===== src/rtl/fetch_sequencer.sv =====
// Instruction-fetch controller: owns the fetch PC, buffers fetched
// words in a small prefetch FIFO and hands them to decode.
module fetch_sequencer #(
   parameter logic [7:0]  RESET_PC = 8'h00,
   parameter int unsigned DEPTH    = 2
) (
   input  logic        clk,
   input  logic        reset,
   input  logic        run,
   output logic [7:0]  i_address,
   input  logic [31:0] instruction,
   input  logic        redirect_valid,
   input  logic [7:0]  redirect_pc,
   output logic        out_valid,
   input  logic        out_ready,
   output logic [31:0] out_instr,
   output logic [7:0]  out_pc
);

   localparam int PW = $clog2(DEPTH);
   localparam int CW = PW + 1;
   localparam logic [CW-1:0] FULL = CW'(DEPTH);
   localparam logic [7:0] RST_PC = {RESET_PC[7:2], 2'b00};

   typedef enum logic {STOPPED, RUNNING} state_e;

   state_e        state_q, state_d;
   logic [7:0]    pc_q, pc_d;
   logic [CW-1:0] count_q, count_d;
   logic [PW-1:0] rptr_q, rptr_d;
   logic [PW-1:0] wptr_q, wptr_d;
   logic          push, pop;

   logic [31:0]   instr_q [DEPTH];
   logic [7:0]    epc_q   [DEPTH];

   // Alignment bits of the redirect target are deliberately dropped.
   logic unused_bits;
   assign unused_bits = ^redirect_pc[1:0];

   assign i_address = pc_q;
   assign out_valid = (count_q != '0);
   assign out_instr = out_valid ? instr_q[rptr_q] : 32'h0;
   assign out_pc    = out_valid ? epc_q[rptr_q] : 8'h0;

   always_comb begin
      state_d = run ? RUNNING : STOPPED;
      pc_d    = pc_q;
      count_d = count_q;
      rptr_d  = rptr_q;
      wptr_d  = wptr_q;
      pop     = out_valid && out_ready && !redirect_valid;
      push    = (state_q == RUNNING) && !redirect_valid
                && ((count_q != FULL) || pop);
      if (redirect_valid) begin
         pc_d    = {redirect_pc[7:2], 2'b00};
         count_d = '0;
         rptr_d  = '0;
         wptr_d  = '0;
      end else begin
         if (pop) rptr_d = rptr_q + 1'b1;
         if (push) begin
            wptr_d = wptr_q + 1'b1;
            pc_d   = pc_q + 8'd4;
         end
         unique case ({push, pop})
            2'b10:   count_d = count_q + 1'b1;
            2'b01:   count_d = count_q - 1'b1;
            default: count_d = count_q;
         endcase
      end
   end

   always_ff @(posedge clk) begin
      if (reset) begin
         state_q <= run ? RUNNING : STOPPED;
         pc_q    <= RST_PC;
         count_q <= '0;
         rptr_q  <= '0;
         wptr_q  <= '0;
      end else begin
         state_q <= state_d;
         pc_q    <= pc_d;
         count_q <= count_d;
         rptr_q  <= rptr_d;
         wptr_q  <= wptr_d;
      end
   end

   // Entry storage needs no reset: the count masks stale slots.
   always_ff @(posedge clk) begin
      if (push) begin
         instr_q[wptr_q] <= instruction;
         epc_q[wptr_q]   <= pc_q;
      end
   end

endmodule


===== config.mk =====
export PLATFORM = sky130hd
export DESIGN_NAME = fetch_sequencer
export DESIGN_NICKNAME = d
export VERILOG_FILES = /design/src/rtl/fetch_sequencer.sv
export SDC_FILE = /design/constraint.sdc
export NUM_CORES = 1
export LEC_CHECK = 0
export CORE_ASPECT_RATIO = 1.1
export CORE_UTILIZATION = 40
export CTS_CLUSTER_SIZE = 8
export DETAILED_ROUTE_END_ITERATION = 8
export GPL_TIMING_DRIVEN = 0
export PLACE_DENSITY = 0.64
export SYNTH_ARGS = -nofsm -noshare
export SYNTH_HDL_FRONTEND = slang
export SYNTH_SLANG_ARGS = --single-unit
export TNS_END_PERCENT = 20

===== constraint.sdc =====
create_clock -name clk -period 5.7 [get_ports clk]
set_clock_uncertainty 0.1 [all_clocks]
set_input_delay 1.14 -clock clk [delete_from_list [all_inputs] [get_ports clk]]
set_output_delay 1.14 -clock clk [all_outputs]
set_load 0.05 [all_outputs]

==> impl_metrics.csv <==
group,metric,value,unit
outcome,status,"finished, final reports clean",
clock_network,cts_buffers,9,
clock_network,cts-htree-levels,3,
routing,wire_per_inst,14.4,um
final_layout,drive_gt1_frac,0.111,
floorplanning,die-area,9180,sq um
synth,syn_area_per_cell,14.6,sq um
floorplanning,start_util,0.417,
synth,synth.largest_area_cell,"edfxtp_1",
power_and_ir_drop,p_leak,0.00161,uW
routing,wl,6.65,mm
clock_network,cts_root_buffer,"clkbuf_8",
floorplanning,coreArea,8450,sq um
synth,async_reset_ff_frac,0,
global_route,grt_max_degree,16,
synth,synth-seq-area-share,0.716,
clock_network,ctsHoldBuffers,0,
place,place_hpwl,4.68,mm
clock_network,postCtsResizedCells,0,
clock_network,path_clk_slew,0.08,ns
final_layout,stdcell_count,463,
floorplanning,pin_count,94,
power_and_ir_drop,power.total,1400,uW
synth,yosys-top-cells-area,"edfxtp_1, mux2i_1, dfxtp_1",
global_route,antenna_found_initial,0,
final_layout,num-nets-final,393,
timing,rsz0062_at_grt,"false",
clock_network,cts_sinks,88,
timing,max_freq,0.274,GHz
synth,syn_inst,241,
timing,drv_slew,0,
routing,postRouteAntennaNets,0,
timing,finalHoldViolCount,0,
synth,synth_ff_type,"edfxtp_1",
worst_hold_path,hold_path.class,"reg2reg",
floorplanning,num_rows,35,
timing,fin_crit_sh,0.641,
clock_network,ctsLongestPathBuffers,2,
routing,vias,2227,
timing,tightestPinTransition,0.927,ns
synth,synth_most_common_cell,"edfxtp_1",
clock_network,cts_tree,"yes",
timing,setup_viol,0,
power_and_ir_drop,p_per_area,288,nW/um^2
synth,synth_top_area_share,0.648,
worst_setup_path,crit_path_end_kind,"primary output",
job,max_cap_viol_count,0,
power_and_ir_drop,vdd_drop_max,132,uV
synth,synth-seq-cells,88,
worst_setup_path,required,4.46,ns
synth,synthesis.area,3520,sq um
global_route,grt_pass1_wl,10.7,mm
routing,drc_errors,0,
routing,drtIter0Drc,54,
worst_setup_path,cp.arrival,2.41,ns
clock_network,post-cts-setup-buffer-count,0,
final_layout,synthToLayoutAreaGrowth,38.0,%
global_route,globalRouteTotalUtil,0.154,
floorplanning,dieWidth,91.5,um
global_route,grt_pass1_vias,2186,
place,placedCellCount,447,
place,portBuffers,86,
clock_network,clkLatencyLatePin,0.35,ns
place,gp_congestion,0.707,
timing,min_period,3.65,ns
timing,relSlewSlack,0.379,
timing,fin_ws,2.05,ns
routing,vias_per_cell,4.81,
place,dp_worst_setup_slack,2.15,ns
global_route,overflow,0,
worst_setup_path,cp-start-kind,"flip-flop",
synth,ys_top_cells_by_count,"edfxtp_1, nor2_1, mux2i_1, dfxtp_1",
synth,synth_cell_types,37,
synth,ys_warn_count,0,
routing,drtPass1Iterations,4,
final_layout,final_core_util,0.575,
worst_setup_path,path_class,"reg2out",
synth,synth_edf_count,76,
worst_setup_path,critPathMaxFanout,10,
floorplanning,fp.dieH,100,um
final_layout,n_antenna_cell,0,
[final cells by class]
cell class	count	area, sq um
buffer	16	100
clock buffer	11	131
clock inverter	5	108
fill	682	3590
inverter	4	15.0
multi-input combinational	136	905
sequential	88	2520
tap	111	139
timing repair buffer	92	940
[state kept, by name, indices dropped and copies added, names as in the netlist, named ones only]
name	flops
instr_q	64
epc_q	12
i_address	6
count_q	2
rptr_q	1
state_q	1
wptr_q	1
[path summary, 6_finish.rpt]
kind                     to  slack (ns)  cells after the start       start
max reg2reg  instr_q[1][20]        3.38                      5  count_q[0]
min                  wptr_q        0.42                      2      wptr_q
max               out_pc[5]        2.05                      5  count_q[0]
min reg2reg          wptr_q        0.42                      2      wptr_q
[kinds of logic after synthesis]
group,Yosys count,share of synthesized area
AO/OA/AOI/OAI,19,0.0384
XOR/XNOR,1,0.00249
adder cells (fa/ha/maj),1,0.00355
buffers and inverters,20,0.0327
flip-flops,88,0.716
multiplexers,38,0.108
other,1,0.00107
AND/OR/NAND/NOR,73,0.0974
[stage by stage]
stage / hold WS (ns) / setup TNS (ns) / instance area [sq um]
floorplan: 0.366 / 0 / 3530
global placement: 0.378 / -97.57 / 4530
detailed placement: 0.401 / 0 / 4620
CTS: 0.418 / 0 / 4860
global route: 0.447 / 0 / 4860
finish: 0.419 / 0 / 4860
[critical path: stages (launching register included)]
cell             delay, ns
dfxtp_1               0.39
nor2_1                0.19
buf_2                 0.26
buf_1                 0.39
nor2_1                0.12
clkdlybuf4s50_1       0.72
[power by group]
part           switching, uW  internal (uW)
Clock                    212            293
Combinational           95.7           68.1
Sequential              10.8            722
Total                    318           1080
[placed cells by master, fill, tap and decap left out, types with 2 or more instances in the layout]
| master | count |
|---|---|
| nand2_1 | 5 |
| clkinv_4 | 2 |
| buf_8 | 3 |
| or3_1 | 5 |
| buf_4 | 7 |
| dfxtp_1 | 12 |
| nand4_1 | 3 |
| nor2_1 | 45 |
| nor3b_2 | 2 |
| buf_2 | 5 |
| clkbuf_1 | 4 |
| nand3_1 | 2 |
| inv_1 | 3 |
| nand2b_1 | 2 |
| edfxtp_1 | 76 |
| buf_6 | 4 |
| o21ai_0 | 7 |
| a311oi_1 | 5 |
| mux2i_1 | 38 |
| clkbuf_8 | 9 |
| nor3_1 | 2 |
| clkdlybuf4s50_1 | 86 |
| conb_1 | 4 |
| bufinv_16 | 3 |
[per-layer routing]
layer	track usage	wire length [um]	vias to the layer above
li1	-	-	1097
met1	0.184	2820	1061
met2	0.268	3460	58
met3	0.0333	264	11
met4	0.0659	107	0
met5	0	0	-
Note: power is estimated with default switching activity, not from simulation.
